==> config.mk <==
export PLATFORM = sky130hd
export DESIGN_NAME = seq_alu_acc_flat
export DESIGN_NICKNAME = d
export VERILOG_FILES = /design/src/rtl/seq_alu_acc_if.sv /design/src/rtl/seq_alu_acc.sv /design/src/flat_wrapper.sv
export SDC_FILE = /design/constraint.sdc
export NUM_CORES = 1
export LEC_CHECK = 0
export ABC_CLOCK_PERIOD_IN_PS = 7300
export BUFFER_PORTS_ARGS = -buffer_cell sky130_fd_sc_hd__buf_2
export CAP_MARGIN = 20
export CORE_MARGIN = 1
export CORE_UTILIZATION = 40
export CTS_CLUSTER_DIAMETER = 120
export DETAILED_ROUTE_END_ITERATION = 7
export PLACE_DENSITY_LB_ADDON = 0.3
export RECOVER_POWER = 50
export SETUP_SLACK_MARGIN = 0.4
export SKIP_LAST_GASP = 1
export SYNTH_ARGS = -nofsm -noshare
export SYNTH_HDL_FRONTEND = slang
export SYNTH_SLANG_ARGS = --single-unit
==> constraint.sdc <==
create_clock -name clk -period 7.3 [get_ports clk]
set_clock_uncertainty 0.2 [all_clocks]
set_input_delay 1.095 -clock clk [delete_from_list [all_inputs] [get_ports clk]]
set_output_delay 1.095 -clock clk [all_outputs]
set_load 0.01 [all_outputs]
==> src/rtl/seq_alu_acc_if.sv <==
// Operation request / result bus between the tile pins and the seq_alu_acc datapath.
interface seq_alu_acc_if #(
  parameter int WIDTH = 8
);
  logic             in_valid;
  logic             in_ready;
  logic [2:0]       op;
  logic [WIDTH-1:0] a;
  logic [WIDTH-1:0] b;
  logic             out_valid;
  logic [WIDTH-1:0] result;
  logic [WIDTH-1:0] result_hi;
  logic             carry;
  logic             zero;

  modport master (
    output in_valid, op, a, b,
    input  in_ready, out_valid, result, result_hi, carry, zero
  );

  modport slave (
    input  in_valid, op, a, b,
    output in_ready, out_valid, result, result_hi, carry, zero
  );
endinterface

==> src/rtl/seq_alu_acc.sv <==
// Registered multi-op ALU with an accumulator and an iterative shift-add multiplier.
// Single-cycle ops complete at the accept edge; MUL blocks new requests for WIDTH cycles.
module seq_alu_acc #(
  parameter int WIDTH = 8
) (
  input logic         clk,
  input logic         rst_n,
  seq_alu_acc_if.slave bus
);
  localparam int CNT_W = $clog2(WIDTH + 1);

  localparam logic [2:0] OP_ADD = 3'b000;
  localparam logic [2:0] OP_SUB = 3'b001;
  localparam logic [2:0] OP_AND = 3'b010;
  localparam logic [2:0] OP_OR  = 3'b011;
  localparam logic [2:0] OP_XOR = 3'b100;
  localparam logic [2:0] OP_ACC = 3'b101;
  localparam logic [2:0] OP_MUL = 3'b110;
  localparam logic [2:0] OP_CLR = 3'b111;

  typedef enum logic [0:0] {
    IDLE = 1'b0,
    MUL  = 1'b1
  } state_t;

  state_t             state;
  logic [WIDTH-1:0]   acc;
  logic [WIDTH-1:0]   result_q;
  logic [WIDTH-1:0]   result_hi_q;
  logic               carry_q;
  logic               zero_q;
  logic               out_valid_q;
  logic [WIDTH-1:0]   mplier;
  logic [2*WIDTH-1:0] mcand;
  logic [2*WIDTH-1:0] prod;
  logic [CNT_W-1:0]   count;

  logic [WIDTH:0]     sum_w;
  logic [WIDTH:0]     diff_w;
  logic [WIDTH:0]     acc_w;
  logic [WIDTH-1:0]   alu_res;
  logic               alu_carry;
  logic [2*WIDTH-1:0] prod_next;

  always_comb begin
    sum_w     = {1'b0, bus.a} + {1'b0, bus.b};
    diff_w    = {1'b0, bus.a} - {1'b0, bus.b};
    acc_w     = {1'b0, acc} + {1'b0, bus.a};
    alu_res   = '0;
    alu_carry = 1'b0;
    case (bus.op)
      OP_ADD: begin
        alu_res   = sum_w[WIDTH-1:0];
        alu_carry = sum_w[WIDTH];
      end
      OP_SUB: begin
        alu_res   = diff_w[WIDTH-1:0];
        alu_carry = diff_w[WIDTH];
      end
      OP_AND: alu_res = bus.a & bus.b;
      OP_OR:  alu_res = bus.a | bus.b;
      OP_XOR: alu_res = bus.a ^ bus.b;
      OP_ACC: begin
        alu_res   = acc_w[WIDTH-1:0];
        alu_carry = acc_w[WIDTH];
      end
      default: begin
        alu_res   = '0;
        alu_carry = 1'b0;
      end
    endcase
  end

  // One shift-add step: multiplier consumed LSB-first, multiplicand shifts left.
  always_comb begin
    prod_next = prod + (mplier[0] ? mcand : '0);
  end

  always_ff @(posedge clk or negedge rst_n) begin
    if (!rst_n) begin
      state       <= IDLE;
      acc         <= '0;
      result_q    <= '0;
      result_hi_q <= '0;
      carry_q     <= 1'b0;
      zero_q      <= 1'b0;
      out_valid_q <= 1'b0;
      mplier      <= '0;
      mcand       <= '0;
      prod        <= '0;
      count       <= '0;
    end else begin
      out_valid_q <= 1'b0;
      case (state)
        IDLE: begin
          if (bus.in_valid) begin
            if (bus.op == OP_MUL) begin
              state  <= MUL;
              mcand  <= {{WIDTH{1'b0}}, bus.a};
              mplier <= bus.b;
              prod   <= '0;
              count  <= CNT_W'(WIDTH);
            end else begin
              result_q    <= alu_res;
              result_hi_q <= '0;
              carry_q     <= alu_carry;
              zero_q      <= (alu_res == '0);
              out_valid_q <= 1'b1;
              if (bus.op == OP_ACC) begin
                acc <= acc_w[WIDTH-1:0];
              end else if (bus.op == OP_CLR) begin
                acc <= '0;
              end
            end
          end
        end
        MUL: begin
          prod   <= prod_next;
          mcand  <= mcand << 1;
          mplier <= mplier >> 1;
          count  <= count - CNT_W'(1);
          // Last iteration publishes the completed product directly from prod_next.
          if (count == CNT_W'(1)) begin
            result_q    <= prod_next[WIDTH-1:0];
            result_hi_q <= prod_next[2*WIDTH-1:WIDTH];
            carry_q     <= 1'b0;
            zero_q      <= (prod_next == '0);
            out_valid_q <= 1'b1;
            state       <= IDLE;
          end
        end
        default: state <= IDLE;
      endcase
    end
  end

  assign bus.in_ready  = (state == IDLE);
  assign bus.out_valid = out_valid_q;
  assign bus.result    = result_q;
  assign bus.result_hi = result_hi_q;
  assign bus.carry     = carry_q;
  assign bus.zero      = zero_q;
endmodule

==> src/flat_wrapper.sv <==
// flat-port wrapper written by rule: the top's interface ports become plain ports
module seq_alu_acc_flat 
#(
  parameter int WIDTH = 8
)
  (clk, rst_n, bus_in_valid, bus_op, bus_a, bus_b, bus_in_ready, bus_out_valid, bus_result, bus_result_hi, bus_carry, bus_zero);
  seq_alu_acc_if #(.WIDTH(WIDTH)) bus_i ();
  input logic clk;
  input logic rst_n;
  input wire logic [$bits(bus_i.in_valid)-1:0] bus_in_valid;
  input wire logic [$bits(bus_i.op)-1:0] bus_op;
  input wire logic [$bits(bus_i.a)-1:0] bus_a;
  input wire logic [$bits(bus_i.b)-1:0] bus_b;
  output wire logic [$bits(bus_i.in_ready)-1:0] bus_in_ready;
  output wire logic [$bits(bus_i.out_valid)-1:0] bus_out_valid;
  output wire logic [$bits(bus_i.result)-1:0] bus_result;
  output wire logic [$bits(bus_i.result_hi)-1:0] bus_result_hi;
  output wire logic [$bits(bus_i.carry)-1:0] bus_carry;
  output wire logic [$bits(bus_i.zero)-1:0] bus_zero;
  assign bus_i.in_valid = bus_in_valid;
  assign bus_i.op = bus_op;
  assign bus_i.a = bus_a;
  assign bus_i.b = bus_b;
  assign bus_in_ready = bus_i.in_ready;
  assign bus_out_valid = bus_i.out_valid;
  assign bus_result = bus_i.result;
  assign bus_result_hi = bus_i.result_hi;
  assign bus_carry = bus_i.carry;
  assign bus_zero = bus_i.zero;
  seq_alu_acc #(.WIDTH(WIDTH)) u_core (.clk(clk), .rst_n(rst_n), .bus(bus_i));
endmodule
## After elaboration in Yosys (flattened, before gate mapping)

Cells that the tools add are included.

- Mux-type cells: 41
- Reductions and logical operators: 7
- Bitwise gates (word level): 5
- Equal/unequal tests: 12
- Add/sub/neg operators: 5

Operator list:

| operator | count |
|---|---|
| 2-to-1 mux 16 bit | 5 |
| 2-to-1 mux 8 bit | 10 |
| case mux 16 bit (2 select lines) | 2 |
| case mux 8 bit (2 select lines) | 3 |
| case mux 8 bit (6 select lines) | 1 |
| adder 8 x 8 -> 9 bit | 2 |
| adder 16 bit | 1 |
| zero test 16 bit | 1 |
| equality test 3 bit (second input constant) | 4 |
| 2-to-1 mux 1 bit | 12 |
| subtractor 8 x 8 -> 9 bit | 1 |
| bitwise AND 8 bit | 1 |
| zero test 8 bit | 1 |
| 2-to-1 mux 4 bit | 2 |
| bitwise OR 8 bit | 1 |
| case mux 1 bit (2 select lines) | 4 |
| case mux 4 bit (2 select lines) | 1 |
| XOR 8 bit | 1 |
| equality test 3 x 2 -> 1 bit (second input constant) | 2 |
| inequality test 2 bit (second input constant) | 3 |
| equality test 4 x 1 -> 1 bit (second input constant) | 1 |
| AND reduction 4 bit | 1 |
| subtractor 4 x 1 -> 4 bit (second input constant) | 1 |
| equality test 3 x 1 -> 1 bit (second input constant) | 1 |
| 7 further kinds | 8 |

- Flip-flop bits (word level): 72
- Logic and storage cells: 81
- Output and inout port bits: 20
- Input bits: 22

## Logic depth before layout (Yosys ltp)

- Depth after elaboration: 6
- Gate-level depth with buffers: 12
- Gate-level depth less buffers: 12

## Least setup slack after synthesis

Ideal clock, no wire load.

- Kind: input port to flip-flop
- From: input port bus_a[0]
- To: register u_core.result_q[6], in the netlist u_core.bus.result[6]
- Setup time: 0.083 ns
- Required time: 7.017 ns
- Path slack: 3.926 ns
- Path buffers: 0
- Data arrival time: 3.091 ns
- Stages on the path: 11
- Cells stage by stage: inv_1 ha_1 inv_1 fa_1 a21oi_1 nor4_1 a2111o_1 xnor2_1 o2111a_1 mux2_2 o21ai_0

- Word-level cells in the longest chain between the ends: 5
- Elaborated cells between the ends (all ways): 7
- Those cells by class: 3 x add/sub; 4 x mux

RTL lines:

| what | RTL line | RTL |
|---|---|---|
| start, declared | flat_wrapper.sv:12 | `input wire logic [$bits(bus_i.a)-1:0] bus_a;` |
| adder 8 x 8 -> 9 bit, or another cell as far along | seq_alu_acc.sv:48 | `acc_w = {1'b0, acc} + {1'b0, bus.a};` |
| case mux 8 bit (6 select lines) (*) | seq_alu_acc.sv:51 | `case (bus.op)` |
| 2-to-1 mux 8 bit (*) | seq_alu_acc.sv:97 | `if (bus.op == OP_MUL) begin` |
| 2-to-1 mux 8 bit (*) | seq_alu_acc.sv:96 | `if (bus.in_valid) begin` |
| case mux 8 bit (2 select lines) (*) | seq_alu_acc.sv:94 | `case (state)` |
| end signal, assigned | seq_alu_acc.sv:104 | `result_q <= alu_res;` |
| end signal, assigned | seq_alu_acc.sv:124 | `result_q <= prod_next[WIDTH-1:0];` |
| end, declared | seq_alu_acc.sv:28 | `logic [WIDTH-1:0] result_q;` |

Every way passes the cells marked *; elsewhere a longest branch is shown, timed or not. The select of a mux whose other input is x is not followed.
A chain may end at the register's enable or synchronous reset.

## Final worst setup path

- From: register u_core.mplier[0]
- To: register u_core.zero_q, in the netlist u_core.bus.zero

- Word-level cells in the longest chain between the ends: 5

RTL lines:

| what | RTL line | RTL |
|---|---|---|
| start, declared | seq_alu_acc.sv:33 | `logic [WIDTH-1:0] mplier;` |
| start signal, assigned | seq_alu_acc.sv:100 | `mplier <= bus.b;` |
| start signal, assigned | seq_alu_acc.sv:120 | `mplier <= mplier >> 1;` |
| 2-to-1 mux 16 bit | seq_alu_acc.sv:76 | `prod_next = prod + (mplier[0] ? mcand : '0);` |
| adder 16 bit | seq_alu_acc.sv:76 |  |
| zero test 16 bit | seq_alu_acc.sv:127 | `zero_q <= (prod_next == '0);` |
| 2-to-1 mux 1 bit | seq_alu_acc.sv:123 | `if (count == CNT_W'(1)) begin` |
| case mux 1 bit (2 select lines) | seq_alu_acc.sv:94 |  |
| end signal, assigned | seq_alu_acc.sv:107 | `zero_q <= (alu_res == '0);` |
| end signal, assigned | seq_alu_acc.sv:127 |  |
| end, declared | seq_alu_acc.sv:31 | `logic zero_q;` |

No other way between the ends. The select of a mux whose other input is x is not followed.

==> run metrics <==
run status=finished clean; DIE HEIGHT=about 120 um; met3 usage=under 10%; Final ANT Viol Nets=0; area of the multi-input gates=between 3000 and 4000 um2; DR vias/cell=between 5 and 6; VDD IR-drop max=approximately 0.13 mV; TritonRoute pass-1 iters=8; total CTS buffers=9; Slew @ Worst Pin=approximately 930 ps; top-area cell type share of the netlist area=~34%; Tot Pwr=1.73 mW; critical path class=reg -> reg; Starting DRT DRC Count=between 300 and 400; Non-Filler Instances=about 830; Setup crit end kind=flip-flop; RSZ-0062 raised after global routing=no; GPL Wtd Cong=around 0.93; crit path max fanout=17; final hold vios=0; Final period util=between 50% and 60%; Netlist cell types=63; placed cells=about 800; Post-Syn Area per Cell=approximately 8.3 um2; die area=13,600 um2; Yosys Warn Count=0; WL final=roughly 14,000 um; initial core utilization=between 40 and 50%; placed inst area=5580 um2; ys flop type=dfrtp_1; R2R Path End=u_core.bus.zero$_DFFE_PN0P_; worst-path cell chain=and2_1 -> ha_1 -> fa_1 -> xnor2_1 -> nand2_1 -> or3_1 -> nor4_1 -> nand4_1 -> or3_1 -> or4_1 -> o41ai_2; GR Util met2=34.0%; clock network power share=between 20% and 30%; Fin Setup TNS=0 ps; fin crit period=3760 ps; cell taking the most area after synthesis=dfrtp_1; FF+latch area=approximately 1800 um2; Leakage=approximately 2.8 nW; Root Driver=clkbuf_16; Post CTS Setup Buffer Count=0; Logic pwr share=about two fifths; Hold Crit Class=reg -> reg; Area Overhead vs Synth=11.3%; WL per Instance=between 15 and 20 um; filler instances=around 1,300; layout cell share with drive strength beyond 1=9.38%; area of the core=between 10,000 and 15,000 um2; met1 usage=between 20% and 30%; Sw Share=40.3%; FP Rows=41; cell area power density=roughly 300 nW/um2; Worst R2R Start=u_core.mplier[0]$_DFFE_PN0P_; final setup margin=between 3000 and 4000 ps; DR vias=between 4,000 and 5,000; Worst EP required=7330 ps; ANT cells=0; hpwl dp=10,400 um; DP Worst Slack=roughly 3500 ps; first-pass GRT wire length=around 22,000 um; Critical-path top delay cell=dfrtp_1; sequential area share after synthesis=between 30% and 40%; internal power=1.03 mW; Sequential Power Share=36.5%; Clk Latency, worst-skew pair=about 340 ps; Gate Count Post-Synth=approximately 630; worst reg2reg path depth=11; number of enable flip-flop cells after synthesis=0; Die Width=approximately 120 um; synthesized net count=~710; grt ovf=0; # resized after CTS=0; largest net degree at the start of global routing=73; port bufs=41; Max-Cap Viols=0; clock sinks=72; Max Freq=about 0.27 GHz; Post-synth ARST share=100%; CTS tree=done; Critical Path AT=roughly 3800 ps; Sw Pwr=approximately 0.70 mW; Final Cell Area=5840 um2; H-tree levels=3; initial antenna violation count=0; Synth area leaders=dfrtp_1 (34%), ha_1 (12%), nand2_1 (8.8%); Residual DRC=0; cts-stage hold buffer count=0; Net count, final=about 730; busiest grt layer=met2; Hold Path Cell Cnt=2; Hold Slack=273 ps; Worst Hold Path EP=u_core.bus.result_hi[5]$_DFFE_PN0P_; clock buffer depth=2; Synth Register Bits=about 70; Startpoint Class=flip-flop; All-Layer GR Usage=~22%; endpoints failing setup=0; Slew Viols, Final=0; Hold Path Origin=u_core.bus.result_hi[5]$_DFFE_PN0P_; Slew HR=a little under two fifths; most used cell, CP=or3_1; flop2flop setup slack=3540 ps; clock-pin transition on the worst setup and hold timing paths=approximately 50 ps; vias in the first global route=between 4,000 and 5,000; io pins=42; Post-Syn Area=5250 um2; Crit path largest cell delay=approximately 530 ps; Final Util=45.9%
==> critical path: cells and delay by family (launching register included) <==
family	cells	cell delay (ps)
AO/OA/AOI/OAI	1	230
XOR/XNOR	1	230
adder cells (fa/ha/maj)	2	640
flip-flops	1	530
AND/OR/NAND/NOR	7	1820
==> placed cells by master (no fill, tap or decap), types with 3 or more instances in the layout <==
cell       Yosys  routed
a21o_1         9       9
dfrtp_1       72      71
inv_1         31      31
o31ai_1        5       5
fa_1           4       4
o211ai_1      10      10
and2_1        17      17
xnor2_1       17      17
nor3_1         9       9
or3_1          4       4
a31o_2         3       3
o221ai_1       3       3
buf_4          1       4
mux2i_1        3       3
nor4_1         3       3
clkbuf_16      0       9
nand4_1        3       3
ha_1          51      51
xor2_1        12      12
nand3_1        9       9
o21ai_0       58      58
a211oi_1       4       4
buf_2          1      30
nand2b_1       3       3
nand2_1      123     123
nor2b_1        7       7
a22o_1         7       7
nor2_1        37      37
a21oi_1       42      42
clkbuf_1      25      11
o21bai_1       5       5
a31oi_1        4       4
o22ai_1        7       7
==> layer usage <==
| layer | wire length (um) | vias to the layer above |
|---|---|---|
| met5 | 0 | - |
| li1 | - | 2260 |
| met1 | 6580 | 2133 |
| met4 | 187 | 0 |
| met2 | 6410 | 138 |
| met3 | 674 | 15 |
==> final cells by class <==
type	instances	share of cell area (%)
clock inverters	3	0.300
multi-input cells	497	54.9
repair buffers	44	3.73
flip-flops and latches	72	30.9
well taps	172	3.69
clock buffers	12	4.39
inverters	33	2.12
==> flip-flops by register name (all words and copies together) (netlist names), 4 cells and up <==
name / count
u_core.mplier: 8
u_core.acc: 8
u_core.prod: 16
u_core.mcand: 16
u_core.bus.result_hi: 8
u_core.count: 4
u_core.bus.result: 8
==> cell families (layout without fill, tap and decap cells) <==
group	Yosys count	after routing	share of synthesized area, %
AO/OA/AOI/OAI	181	181	21.9
XOR/XNOR	29	29	4.84
adder cells (fa/ha/maj)	55	55	13.7
buffers and inverters	63	92	4.60
flip-flops	72	72	34.3
multiplexers	5	5	1.00
AND/OR/NAND/NOR	227	227	19.6
==> power by group through the flow <==
stage	sequential, mW	clock, mW	combinational [mW]
after CTS	0.630	0.424	0.692
after global placement	0.629	0	0.674
after floorplan	0.625	0	0.489
after global routing	0.651	0.442	0.768
after detailed placement	0.637	0	0.689
final	0.631	0.414	0.682
==> how the worst max path moves through the flow <==
stage,start,endpoint,slack (ps)
2_1_floorplan,bus_a[0],u_core.bus.result[6]$_DFFE_PN0P_,3930
3_3_place_gp,u_core.mplier[0]$_DFFE_PN0P_,u_core.bus.zero$_DFFE_PN0P_,3570
3_5_place_dp,bus_a[4],u_core.bus.result[7]$_DFFE_PN0P_,3540
4_1_cts,u_core.mplier[0]$_DFFE_PN0P_,u_core.bus.zero$_DFFE_PN0P_,3520
5_1_grt,u_core.mplier[0]$_DFFE_PN0P_,u_core.bus.zero$_DFFE_PN0P_,3350
6_report,u_core.mplier[0]$_DFFE_PN0P_,u_core.bus.zero$_DFFE_PN0P_,3540
==> synth_stat cells, types with 2 or more instances <==
cell	count
nor3_1	9
mux2_2	2
xnor2_1	17
or4_1	2
o22ai_1	7
a211o_1	2
dfrtp_1	72
a221oi_1	2
nor2b_1	7
nand3b_1	2
o21a_1	2
mux2i_1	3
a211oi_1	4
xor2_1	12
inv_2	2
nand3_1	9
a21oi_1	42
fa_1	4
nor2_1	37
o31ai_1	5
or3_1	4
buf_1	3
and2_1	17
ha_1	51
inv_1	31
o211ai_1	10
a2111oi_0	2
nand2_1	123
a31oi_1	4
nor4_1	3
o21bai_1	5
a21o_1	9
o21ai_0	58
nand4_1	3
o41ai_1	2
a41oi_1	2
clkbuf_1	25
a31o_2	3
nand2b_1	3
o221ai_1	3
a22o_1	7
Note: power is estimated with default switching activity, not from simulation.
